File: src/rtl/pu_msp430_wakeup_ctrl.sv
// rtl/pu_msp430_wakeup_ctrl.sv - clock-enable sequencer and fixed-priority wakeup arbiter
// Runs on the free-running clock; clk_en drives the downstream clock-gating cell.
module pu_msp430_wakeup_ctrl #(
  parameter int NSRC        = 8,
  parameter int SYNC_STAGES = 2,
  parameter int WAKE_DLY    = 4
) (
  input  logic                    mclk,
  input  logic                    puc_rst,
  input  logic                    sleep_req,
  input  logic [NSRC-1:0]         src_req,
  input  logic [NSRC-1:0]         src_mask,
  output logic                    clk_en,
  output logic                    wkup,
  output logic [$clog2(NSRC)-1:0] wkup_id,
  output logic [1:0]              state
);

  localparam int IDW = $clog2(NSRC);
  localparam int CW  = (WAKE_DLY > 1) ? $clog2(WAKE_DLY) : 1;

  typedef enum logic [1:0] {
    ST_RUN   = 2'd0,
    ST_DRAIN = 2'd1,
    ST_SLEEP = 2'd2,
    ST_WAKE  = 2'd3
  } state_t;

  state_t            state_q, state_d;
  logic [CW-1:0]     cnt_q, cnt_d;
  logic [NSRC-1:0]   sync_q [SYNC_STAGES];
  logic [NSRC-1:0]   masked;
  logic              any_masked;
  logic [IDW-1:0]    win_id;
  logic              clk_en_q;
  logic              wkup_q;
  logic [IDW-1:0]    wkup_id_q;

  // Each source is an independent level, so a per-bit flop chain is enough.
  always_ff @(posedge mclk) begin
    if (puc_rst) begin
      for (int i = 0; i < SYNC_STAGES; i++) sync_q[i] <= '0;
    end else begin
      sync_q[0] <= src_req;
      for (int i = 1; i < SYNC_STAGES; i++) sync_q[i] <= sync_q[i-1];
    end
  end

  assign masked     = sync_q[SYNC_STAGES-1] & src_mask;
  assign any_masked = |masked;

  // Scan downward so the lowest set index is the last assignment and wins.
  always_comb begin
    win_id = '0;
    for (int i = NSRC - 1; i >= 0; i--) begin
      if (masked[i]) win_id = IDW'(i);
    end
  end

  always_comb begin
    state_d = state_q;
    cnt_d   = cnt_q;
    case (state_q)
      ST_RUN: begin
        if (sleep_req && !any_masked) state_d = ST_DRAIN;
      end
      ST_DRAIN: begin
        if (any_masked || !sleep_req) state_d = ST_RUN;
        else                          state_d = ST_SLEEP;
      end
      ST_SLEEP: begin
        if (any_masked) begin
          state_d = ST_WAKE;
          cnt_d   = CW'(WAKE_DLY - 1);
        end
      end
      ST_WAKE: begin
        if (cnt_q == '0) state_d = ST_RUN;
        else             cnt_d   = cnt_q - CW'(1);
      end
      default: state_d = ST_RUN;
    endcase
  end

  // Outputs are all registered from next-state so the gate enable never glitches.
  always_ff @(posedge mclk) begin
    if (puc_rst) begin
      state_q   <= ST_RUN;
      cnt_q     <= '0;
      clk_en_q  <= 1'b1;
      wkup_q    <= 1'b0;
      wkup_id_q <= '0;
    end else begin
      state_q  <= state_d;
      cnt_q    <= cnt_d;
      clk_en_q <= (state_d == ST_RUN) || (state_d == ST_DRAIN);
      wkup_q   <= (state_q == ST_WAKE) && (state_d == ST_RUN);
      if ((state_q == ST_SLEEP) && any_masked) wkup_id_q <= win_id;
    end
  end

  assign clk_en  = clk_en_q;
  assign wkup    = wkup_q;
  assign wkup_id = wkup_id_q;
  assign state   = state_q;

endmodule
File: config.mk
export PLATFORM = sky130hd
export DESIGN_NAME = pu_msp430_wakeup_ctrl
export DESIGN_NICKNAME = d
export VERILOG_FILES = /design/src/rtl/pu_msp430_wakeup_ctrl.sv
export SDC_FILE = /design/constraint.sdc
export NUM_CORES = 1
export LEC_CHECK = 0
export BUFFER_PORTS_ARGS = -buffer_cell sky130_fd_sc_hd__buf_2
export CAP_MARGIN = 10
export CORE_UTILIZATION = 53
export CTS_BUF_LIST = sky130_fd_sc_hd__clkbuf_8 sky130_fd_sc_hd__clkbuf_16
export CTS_CLUSTER_SIZE = 30
export DETAILED_ROUTE_END_ITERATION = 8
export PLACE_DENSITY = 0.8
export SLEW_MARGIN = 40
export SYNTH_ARGS = -nofsm -noshare
export SYNTH_HDL_FRONTEND = slang
export SYNTH_SLANG_ARGS = --single-unit
File: constraint.sdc
create_clock -name mclk -period 3.12 [get_ports mclk]
set_clock_uncertainty 0.05 [all_clocks]
set_input_delay 0.624 -clock mclk [delete_from_list [all_inputs] [get_ports mclk]]
set_output_delay 0.624 -clock mclk [all_outputs]
set_load 0.05 [all_outputs]
==> summary.txt, run 1 <==
Clock tree
  – Htree depth: 1
  – Clock tree buffer depth: 2
  – Post-CTS sizing: 0
  – Total CTS buffers: 3
  – Post-CTS setup buffers: 0
  – Clk root buf: clkbuf_8
  – CTS tree: built
  – Clk_lat worst skew: 270 ps
  – Clock slew at reported path FFs: 90 ps
  – Hold buffers post-CTS: 0
  – Clock sink count: 25

Global route
  – First-pass GRT wire length: 2740 microns
  – Vias in the first global route: 636
  – Initial antenna violation count: 0
  – Grt ovf: 0
  – Pin count of the biggest net entering global routing: 27
  – Gr usage total: 20.1%

Placement
  – GP Congestion: 0.760
  – Dpl cells: 139
  – Post-DP HPWL: 1240 microns
  – I/O Buffers: 25
  – Placed cell area: 1120 sq um

Final layout
  – Non-Filler Instances: 143
  – Area growth, synth to finish: 20.1%
  – Multi-input gate area: 450 sq um
  – Share of cells above drive strength 1: 28.8%
  – N_diodes: 0
  – FF+latch area: 500 sq um
  – Final instance area: 1170 sq um
  – Filler cells: 152
  – Total Nets Final: 139
  – Commonest non-fill, non-tap cells in the layout: dfxtp_1 (25), buf_2 (25), nor2b_1 (18)

Route
  – Vias/cell: 5.03
  – Post-route ant nets: 0
  – Number of remaining DRC errors: 0
  – Drt first pass iters: 4
  – DRT iter0 DRCs: 19
  – Post-DR wirelength/cell: 11.5 microns
  – Routed wire length: 1640 microns
  – Vias: 719

Logic synthesis
  – Sequential-to-total area share from yosys stat: 51.4%
  – Syn avg cell area: 10.6 sq um
  – Synth cell types: 25
  – Syn nets: 112
  – #FFs+latches synth: 25
  – Yosys warnings: 0
  – Post-Syn Instances: 92
  – Cell area after synthesis: 973 sq um

STA
  – Slew margin rel.: 70.5%
  – Clock period minus worst slack: 1810 ps
  – RSZ-0062 raised after global routing: no
  – Slew Limit Fails: 0
  – Tcrit/Tclk final: 58.0%
  – Final hold vios: 0
  – Final Setup Violations: 0
  – WHS: 392 ps
  – Peak Freq: 552 MHz
  – Worst-margin pin slew: 442 ps
  – Setup_tns: 0 ps

Die
  – # IOs: 26
  – Die W: 44.9 microns
  – Row count: 15
  – Die Y: 44.9 microns
  – Die area: 2010 sq um
  – Initial Util: 56.4%
  – Core area: 1730 sq um

Critical path
  – CP delay by family, top: flip-flops
  – Peak fanout along the critical path: 12
  – Worst setup EP type: primary output
  – Critical Path AT: 1140 ps
  – Worst reg2reg path depth: 4
  – Worst setup startpoint: state[0]
  – CP required: 2450 ps
  – Reg-to-reg setup timing slack: 1710 ps
  – Crit Path Category: reg -> out
  – Crit-path cells: buf_2
  – Slowest Stage Delay on Critical Path: 530 ps
  – Type of origin of the critical path: flip-flop
  – RR Endpoint: state[0]
  – Critical-path top delay cell: dfxtp_1
  – Worst reg2reg startpoint: sync_q[0][10]
  – CP bufs+invs: 1

Hold path
  – Tightest Hold Check Type: reg -> reg
  – Worst Hold End: sync_q[0][9]
  – Hold path depth: 1
  – Hold path startpoint: sync_q[0][1]

Power
  – P_leak: 0.534 nW
  – Pwr Density: 535 nW/um^2
  – Max IR drop VDD: 0.000459 V

Run status
  – Status: finished, final reports clean

Run
  – Max-cap violations: 0
-- cells in the mapped netlist --
library cell	number	area [sq um]
a22oi_4	4	85.1
a221oi_1	1	8.76
nor2b_1	18	113
nor2_1	3	11.3
clkbuf_1	3	11.3
a211oi_1	1	7.51
o21ai_0	1	5.00
nand2b_1	2	12.5
nand2_1	6	22.5
nand4_4	1	21.3
or2_1	1	6.26
or3_1	1	6.26
a21boi_1	1	7.51
a21oi_1	6	30.0
o311a_1	1	10.0
o21ai_1	3	15.0
a31oi_1	2	12.5
ha_1	1	12.5
nor3_1	3	15.0
inv_1	3	11.3
a32o_1	2	20.0
a41o_1	1	10.0
dfxtp_1	25	500
and4_1	1	8.76
mux2i_1	1	10.0
-- how the worst max path moves through the flow --
stage                to  cells past startpoint
5_1_grt        state[0]                      1
2_1_floorplan  state[0]                      4
4_1_cts        state[0]                      1
3_5_place_dp   state[0]                      5
3_3_place_gp   state[0]                      5
6_report       state[0]                      1
-- metrics by stage --
step / setup WS (ps) / power (W) / util, %
after floorplan: 1550 / 0.000409 / -
after global placement: 1370 / 0.000433 / 64.8
after detailed placement: 1330 / 0.000436 / 64.8
after CTS: 1320 / 0.000631 / 67.7
after global routing: 1250 / 0.000656 / 67.7
final: 1310 / 0.000625 / 67.7
-- metal layers --
metal | part of all wire [%] | wire, microns | vias up | track usage [%]
met5 | 0 | 0 | - | 0
met4 | 2.0 | 33 | 0 | 9.09
met3 | 4.8 | 79 | 5 | 9.60
met2 | 49 | 810 | 17 | 33.5
met1 | 44 | 716 | 322 | 21.5
li1 | - | - | 375 | -
-- state kept, by name, indices dropped and copies added (netlist names) --
signal   cells
sync_q      16
wkup_id      3
cnt_q        2
state        2
clk_en       1
wkup         1
-- logic make-up (layout without fill, tap and decap cells) --
| logic type | Yosys count | in the layout | share of synthesized area, % |
|---|---|---|---|
| AOI/OAI and AO/OA | 23 | 23 | 21.7 |
| adders and majority gates | 1 | 1 | 1.29 |
| buffers and inverters | 6 | 32 | 2.31 |
| DFF | 25 | 25 | 51.4 |
| muxes | 1 | 1 | 1.03 |
| and+or+nand+nor | 36 | 36 | 22.2 |
-- where the power goes --
group,switching [W],internal (W)
registers,0.0000140,0.000334
logic,0.0000468,0.0000342
clock network,0.000103,0.0000936
-- area by class of cell --
class	count	share of cell area [%]
Tap cell	25	2.68
Timing Repair Buffer	25	10.7
Clock buffer	3	3.53
Inverter	3	0.964
Clock inverter	1	0.749
Multi-Input combinational cell	61	38.5
Sequential cell	25	42.8
Note: power is estimated with default switching activity, not from simulation.
==> inputs of run 2 (changes only) <==
--- a/config.mk
+++ b/config.mk
@@ -5,13 +5,14 @@
 export SDC_FILE = /design/constraint.sdc
 export NUM_CORES = 1
 export LEC_CHECK = 0
+export ABC_AREA = 1
 export BUFFER_PORTS_ARGS = -buffer_cell sky130_fd_sc_hd__buf_2
 export CAP_MARGIN = 10
-export CORE_UTILIZATION = 53
+export CORE_UTILIZATION = 44
 export CTS_BUF_LIST = sky130_fd_sc_hd__clkbuf_8 sky130_fd_sc_hd__clkbuf_16
 export CTS_CLUSTER_SIZE = 30
 export DETAILED_ROUTE_END_ITERATION = 8
-export PLACE_DENSITY = 0.8
+export PLACE_DENSITY = 0.72
 export SLEW_MARGIN = 40
 export SYNTH_ARGS = -nofsm -noshare
 export SYNTH_HDL_FRONTEND = slang
==> constraint.sdc (replaced) <==
create_clock -name mclk -period 1.5 [get_ports mclk]
set_clock_uncertainty 0.05 [all_clocks]
set_input_delay 0.3 -clock mclk [delete_from_list [all_inputs] [get_ports mclk]]
set_output_delay 0.3 -clock mclk [all_outputs]
set_load 0.05 [all_outputs]
==> summary.txt, run 2 <==
Run status
  – Status: finished, final reports clean (unchanged)

Critical path
  – Slowest Stage Delay on Critical Path: 430 ps (was 530 ps)
  – CP bufs+invs: 1 (unchanged)
  – CP delay by family, top: flip-flops (unchanged)
  – Crit Path Category: reg -> out (unchanged)
  – Critical-path top delay cell: dfxtp_1 (unchanged)
  – Peak fanout along the critical path: 6 (was 12)
  – Critical Path AT: 990 ps (was 1140 ps)
  – Type of origin of the critical path: flip-flop (unchanged)
  – CP required: 1150 ps (was 2450 ps)
  – Crit-path cells: buf_2 (unchanged)
  – Worst setup EP type: primary output (unchanged)

Final layout
  – Total Nets Final: 173 (was 139)
  – Number of flip-flops in the largest register: 16 (unchanged)
  – Non-Filler Instances: 179 (was 143)
  – N_diodes: 0 (unchanged)
  – Commonest non-fill, non-tap cells in the layout: nor2_1 (26), inv_1 (25), dfxtp_1 (25), buf_2 (25), nand2_1 (20) (was dfxtp_1 (25), buf_2 (25), nor2b_1 (18))
  – Area growth, synth to finish: 21.3% (was 20.1%)
  – Most common cell after layout, fill and taps aside: nor2_1
  – Share of cells above drive strength 1: 30.3% (was 28.8%)
  – Largest Register: sync_q (unchanged)

Power
  – Max IR drop VDD: 0.000680 V (was 0.000459 V)
  – Sw frac: 22.9% (was 26.1%)
  – Pwr Density: 1040 nW/um^2 (was 535 nW/um^2)
  – P_leak: 0.635 nW (was 0.534 nW)
  – Clock Power Share: 31.5% (was 31.4%)
  – Comb power frac: 9.8% (was 13.0%)
  – P_sw: 0.000273 W (was 0.000163 W)
  – Int Power: 0.000917 W (was 0.000462 W)
  – Share of power burned in registers: 58.7% (was 55.7%)

Clock tree
  – Post-CTS sizing: 0 (unchanged)
  – Clock slew at reported path FFs: 80 ps (was 90 ps)
  – Clk root buf: clkbuf_8 (unchanged)
  – Clk_lat worst skew: 260 ps (was 270 ps)
  – Hold buffers post-CTS: 0 (unchanged)
  – Post-CTS setup buffers: 0 (unchanged)
  – Total CTS buffers: 3 (unchanged)
  – Htree depth: 1 (unchanged)
  – Clock tree buffer depth: 2 (unchanged)
  – Clock sink count: 25 (unchanged)
  – CTS tree: built (unchanged)

Die
  – Die Y: 48.4 microns (was 44.9 microns)
  – Core area: 1980 sq um (was 1730 sq um)
  – # IOs: 26 (unchanged)
  – Die area: 2340 sq um (was 2010 sq um)
  – Row count: 16 (was 15)
  – Die W: 48.4 microns (was 44.9 microns)
  – Initial Util: 47.7% (was 56.4%)

Placement
  – I/O Buffers: 25 (unchanged)
  – Dpl cells: 175 (was 139)
  – Post-DP HPWL: 1130 microns (was 1240 microns)
  – GP Congestion: 0.717 (was 0.760)

STA
  – Slew margin rel.: 83.3% (was 70.5%)
  – Peak Freq: 746 MHz
  – Setup_tns: 0 ps (unchanged)
  – Final hold vios: 0 (unchanged)
  – Tcrit/Tclk final: 89.4%
  – WHS: 184 ps (was 392 ps)
  – RSZ-0062 raised after global routing: no (unchanged)
  – Final Setup Violations: 0 (unchanged)
  – Clock period minus worst slack: 1340 ps
  – Slew Limit Fails: 0 (unchanged)
  – Worst-margin pin slew: 252 ps (was 442 ps)

Global route
  – Vias in the first global route: 706 (was 636)
  – Pin count of the biggest net entering global routing: 18 (was 27)
  – Initial antenna violation count: 0 (unchanged)
  – Gr usage total: 14.5% (was 20.1%)
  – First-pass GRT wire length: 2680 microns (was 2740 microns)
  – Grt ovf: 0 (unchanged)

Route
  – DRT iter0 DRCs: 9 (was 19)
  – Post-route ant nets: 0 (unchanged)
  – Vias: 774 (was 719)
  – Routed wire length: 1440 microns (was 1640 microns)
  – Post-DR wirelength/cell: 8.02 microns (was 11.5 microns)
  – Drt first pass iters: 5 (was 4)
  – Vias/cell: 4.32 (was 5.03)
  – Number of remaining DRC errors: 0 (unchanged)

Logic synthesis
  – Sequential-to-total area share from yosys stat: 52.9% (was 51.4%)
  – Asr flop ratio synth: 0% (unchanged)
  – Syn nets: 144 (was 112)
  – Synth Flop Type: dfxtp_1 (unchanged)
  – Post-Syn Instances: 124 (was 92)
  – Ranking of synthesized cells by area: dfxtp_1 (53%), nor2_1 (10%), inv_1 (9.5%) (was dfxtp_1 (51%), nor2b_1 (12%), a22oi_4 (8.7%))
  – Synth cell types: 17 (was 25)
  – Top-area cell type share of the netlist area: 52.9% (was 51.4%)
  – Largest area contributor in the netlist: dfxtp_1 (unchanged)
  – Top-count cell post-synth: nor2_1 (was dfxtp_1)
  – Yosys warnings: 0 (unchanged)
  – Cell area after synthesis: 946 sq um (was 973 sq um)
  – Number of synthesized flops with an enable pin: 0 (unchanged)
  – Commonest cells post-synth: nor2_1 (26), dfxtp_1 (25), inv_1 (24) (was dfxtp_1 (25), nor2b_1 (18), a21oi_1 (6), nand2_1 (6), a22oi_4 (4))
  – Syn avg cell area: 7.63 sq um (was 10.6 sq um)
  – #FFs+latches synth: 25 (unchanged)

Run
  – Max-cap violations: 0 (unchanged)

Hold path
  – Tightest Hold Check Type: in -> reg (was reg -> reg)
-- run 2: routing by layer --
| layer | part of all wire (%) | track usage (%) |
|---|---|---|
| met1 | 48 | 16.9 |
| met3 | 3.5 | 3.14 |
| met2 | 47 | 25.6 |
| met4 | 1.3 | 5.88 |
| met5 | 0 | 0 |
-- run 2: power by group through the flow --
stage               Combinational, W  Sequential, W  Clock (W)
CTS                         0.000118       0.000699   0.000391
finish                      0.000116       0.000699   0.000376
detailed placement          0.000117       0.000715          0
global placement            0.000115       0.000714          0
floorplan                  0.0000634       0.000728          0
global route                0.000131       0.000702   0.000425
-- run 2: cell families (layout without fill, tap and decap cells) --
group                    count (synthesis)  count (layout)  share of synthesized area [%]
AND/OR/NAND/NOR                         61              61                           29.1
adder cells (fa/ha/maj)                  1               1                           1.32
flip-flops                              25              25                           52.9
AO/OA/AOI/OAI                            7               7                           4.50
buffers and inverters                   30              58                           12.2
-- run 2: layout make-up --
type / count / area [sq um]
multi-input combinational: 69 / 330
tap: 27 / 33.8
sequential: 25 / 500
inverter: 28 / 105
clock inverter: 1 / 3.75
clock buffer: 3 / 41.3
timing repair buffer: 26 / 133
fill: 193 / 835
-- run 2: final timing paths --
kind                      start            end  slack (ps)  cells after the start
setup / recovery       state[0]       state[0]         160                      1
hold / removal       src_req[3]   sync_q[0][3]         180                      3
setup reg to reg  sync_q[0][12]       cnt_q[0]         320                     10
hold reg to reg    sync_q[0][5]  sync_q[0][13]         360                      2
-- run 2: metrics by stage --
| stage | power (W) | utilization, % | instance area [sq um] | worst slack [ps] |
|---|---|---|---|---|
| final | 0.00119 | 57.9 | 1150 | 159 |
| after global routing | 0.00126 | 57.9 | 1150 | 96.1 |
| after CTS | 0.00121 | 57.9 | 1150 | 148 |
| after detailed placement | 0.000832 | 55.6 | 1100 | 217 |
| after global placement | 0.000829 | 55.6 | 1100 | 223 |
| after floorplan | 0.000792 | - | 946 | 123 |
==> inputs of run 3 (changes only) <==
--- a/config.mk
+++ b/config.mk
@@ -8,6 +8,7 @@
 export ABC_AREA = 1
 export BUFFER_PORTS_ARGS = -buffer_cell sky130_fd_sc_hd__buf_2
 export CAP_MARGIN = 10
+export CORE_MARGIN = 10
 export CORE_UTILIZATION = 44
 export CTS_BUF_LIST = sky130_fd_sc_hd__clkbuf_8 sky130_fd_sc_hd__clkbuf_16
 export CTS_CLUSTER_SIZE = 30
==> summary.txt, run 3 (synthesis results as in run 2) <==
Run status
  – Status: finished, final reports clean (unchanged)

STA
  – RSZ-0062 raised after global routing: no (unchanged)
  – Final hold vios: 0 (unchanged)
  – Peak Freq: 742 MHz (was 746 MHz)
  – Clock period minus worst slack: 1350 ps (was 1340 ps)
  – Tcrit/Tclk final: 89.8% (was 89.4%)
  – Setup_tns: 0 ps (unchanged)
  – Slew margin rel.: 83.1% (was 83.3%)
  – Worst-margin pin slew: 256 ps (was 252 ps)
  – Slew Limit Fails: 0 (unchanged)
  – Final Setup Violations: 0 (unchanged)

Die
  – Die Y: 66.4 microns (was 48.4 microns)
  – Initial Util: 47.2% (was 47.7%)
  – Die area: 4400 sq um (was 2340 sq um)
  – # IOs: 26 (unchanged)
  – Row count: 16 (unchanged)
  – Core area: 2000 sq um (was 1980 sq um)
  – Die W: 66.4 microns (was 48.4 microns)

Placement
  – GP Congestion: 0.746 (was 0.717)
  – I/O Buffers: 25 (unchanged)
  – Dpl cells: 175 (unchanged)
  – Post-DP HPWL: 1410 microns (was 1130 microns)

Clock tree
  – Clock slew at reported path FFs: 80 ps (about the same)
  – Hold buffers post-CTS: 0 (unchanged)
  – Htree depth: 1 (unchanged)
  – Post-CTS setup buffers: 0 (unchanged)
  – Clock tree buffer depth: 2 (unchanged)
  – Clk_lat worst skew: 260 ps (about the same)
  – Clock sink count: 25 (unchanged)
  – CTS tree: built (unchanged)
  – Total CTS buffers: 3 (unchanged)
  – Post-CTS sizing: 0 (unchanged)
  – Clk root buf: clkbuf_8 (unchanged)

Route
  – DRT iter0 DRCs: 16 (was 9)
  – Vias: 741 (was 774)
  – Number of remaining DRC errors: 0 (unchanged)
  – Routed wire length: 1740 microns (was 1440 microns)
  – Vias/cell: 4.14 (was 4.32)
  – Drt first pass iters: 4 (was 5)
  – Post-route ant nets: 0 (unchanged)
  – Post-DR wirelength/cell: 9.74 microns (was 8.02 microns)

Global route
  – First-pass GRT wire length: 3040 microns (was 2680 microns)
  – Grt ovf: 0 (unchanged)
  – Initial antenna violation count: 0 (unchanged)
  – Gr usage total: 8.57% (was 14.5%)
  – Vias in the first global route: 766 (was 706)
  – Pin count of the biggest net entering global routing: 18 (unchanged)

Final layout
  – Multi-input gate area: 330 sq um (unchanged)
  – FF+latch area: 500 sq um (unchanged)
  – Area growth, synth to finish: 21.4% (was 21.3%)
  – Largest Register: sync_q (unchanged)
  – N_diodes: 0 (unchanged)
  – Filler cells: 197 (was 193)
  – Most common cell after layout, fill and taps aside: nor2_1 (unchanged)
  – Number of flip-flops in the largest register: 16 (unchanged)
  – Non-Filler Instances: 179 (unchanged)
  – Total Nets Final: 173 (unchanged)
  – Commonest non-fill, non-tap cells in the layout: nor2_1 (26), dfxtp_1 (25), buf_2 (25) (was nor2_1 (26), inv_1 (25), dfxtp_1 (25), buf_2 (25), nand2_1 (20))
  – Share of cells above drive strength 1: 30.9% (was 30.3%)

Hold path
  – Hold path startpoint: src_req[4] (was src_req[3])
  – Tightest Hold Check Type: in -> reg (unchanged)

Power
  – Comb power frac: 9.8% (about the same)
  – Int Power: 0.000920 W (was 0.000917 W)
  – Pwr Density: 1050 nW/um^2 (was 1040 nW/um^2)
  – P_leak: 0.634 nW (was 0.635 nW)
  – Clock Power Share: 32.0% (was 31.5%)
  – Max IR drop VDD: 0.000663 V (was 0.000680 V)
  – P_sw: 0.000281 W (was 0.000273 W)
  – Sw frac: 23.4% (was 22.9%)
  – Share of power burned in registers: 58.2% (was 58.7%)

Critical path
  – Worst reg2reg startpoint: sync_q[0][15] (was sync_q[0][12])
  – Worst reg2reg path depth: 10 (unchanged)
  – Type of origin of the critical path: flip-flop (unchanged)
  – Critical-path top delay cell: dfxtp_1 (unchanged)
  – Reg-to-reg setup timing slack: 270 ps (was 320 ps)
  – CP delay by family, top: flip-flops (unchanged)
  – Worst setup startpoint: state[1] (was state[0])
  – Worst Setup EP: state[1] (was state[0])
  – RR Endpoint: cnt_q[0] (unchanged)
  – Critical path depth: 1 (unchanged)
  – CP required: 1150 ps (about the same)
  – Slowest Stage Delay on Critical Path: 430 ps (about the same)
  – Crit Path Category: reg -> out (unchanged)
  – Critical Path AT: 1000 ps (was 990 ps)
  – CP bufs+invs: 1 (unchanged)
  – Crit-path cells: buf_2 (unchanged)
  – Peak fanout along the critical path: 6 (unchanged)
  – Worst setup EP type: primary output (unchanged)

Run
  – Max-cap violations: 0 (unchanged)
-- run 3: cell count changes in the layout (fill, tap and decap cells not counted), sizes merged --
cell,before,now
clkinv,0,1
inv,29,28
-- run 3: worst min-delay path by stage --
stage	to	slack [ps]	cells after the start
finish	sync_q[0][4]	180	3
global placement	sync_q[0][12]	340	2
floorplan	sync_q[0][10]	340	2
global route	state[0]	190	2
CTS	sync_q[0][2]	180	3
detailed placement	sync_q[0][12]	340	2
-- run 3: stage by stage --
stage	area [sq um]	util, %	power, W	hold slack, ps	worst slack, ps
after global placement	1100	55.1	0.000830	339	223
after global routing	1150	57.4	0.00126	187	87.0
after floorplan	946	-	0.000792	338	123
after CTS	1150	57.4	0.00121	179	148
final	1150	57.4	0.00120	182	153
after detailed placement	1100	55.1	0.000833	342	207
-- run 3: final cells by class --
cell class	instances	share of cell area, %
sequential	25	43.6
multi-input combinational	69	28.8
clock buffer	3	3.59
tap	27	2.94
clock inverter	1	0.436
inverter	28	9.15
timing repair buffer	26	11.5
-- run 3: power by group through the flow --
| stage | sequential [W] | combinational [W] | clock, W |
|---|---|---|---|
| finish | 0.000699 | 0.000118 | 0.000384 |
| global route | 0.000702 | 0.000135 | 0.000426 |
| CTS | 0.000699 | 0.000120 | 0.000396 |
| detailed placement | 0.000715 | 0.000118 | 0 |
| global placement | 0.000714 | 0.000115 | 0 |
| floorplan | 0.000728 | 0.0000634 | 0 |
-- run 3: per-layer routing --
layer | vias up | part of all wire (%) | routed length (microns) | GRT usage (%)
met3 | 2 | 5.6 | 98 | 3.39
met4 | 0 | 1.0 | 18 | 3.93
met1 | 311 | 43 | 751 | 8.84
met5 | - | 0 | 0 | 0
li1 | 415 | - | - | -
met2 | 13 | 50 | 874 | 14.8
-- run 3: tightest hold or removal path, cell delays in order --
cell and delay (ps):
buf_2 80, inv_1 30, nor2_1 60
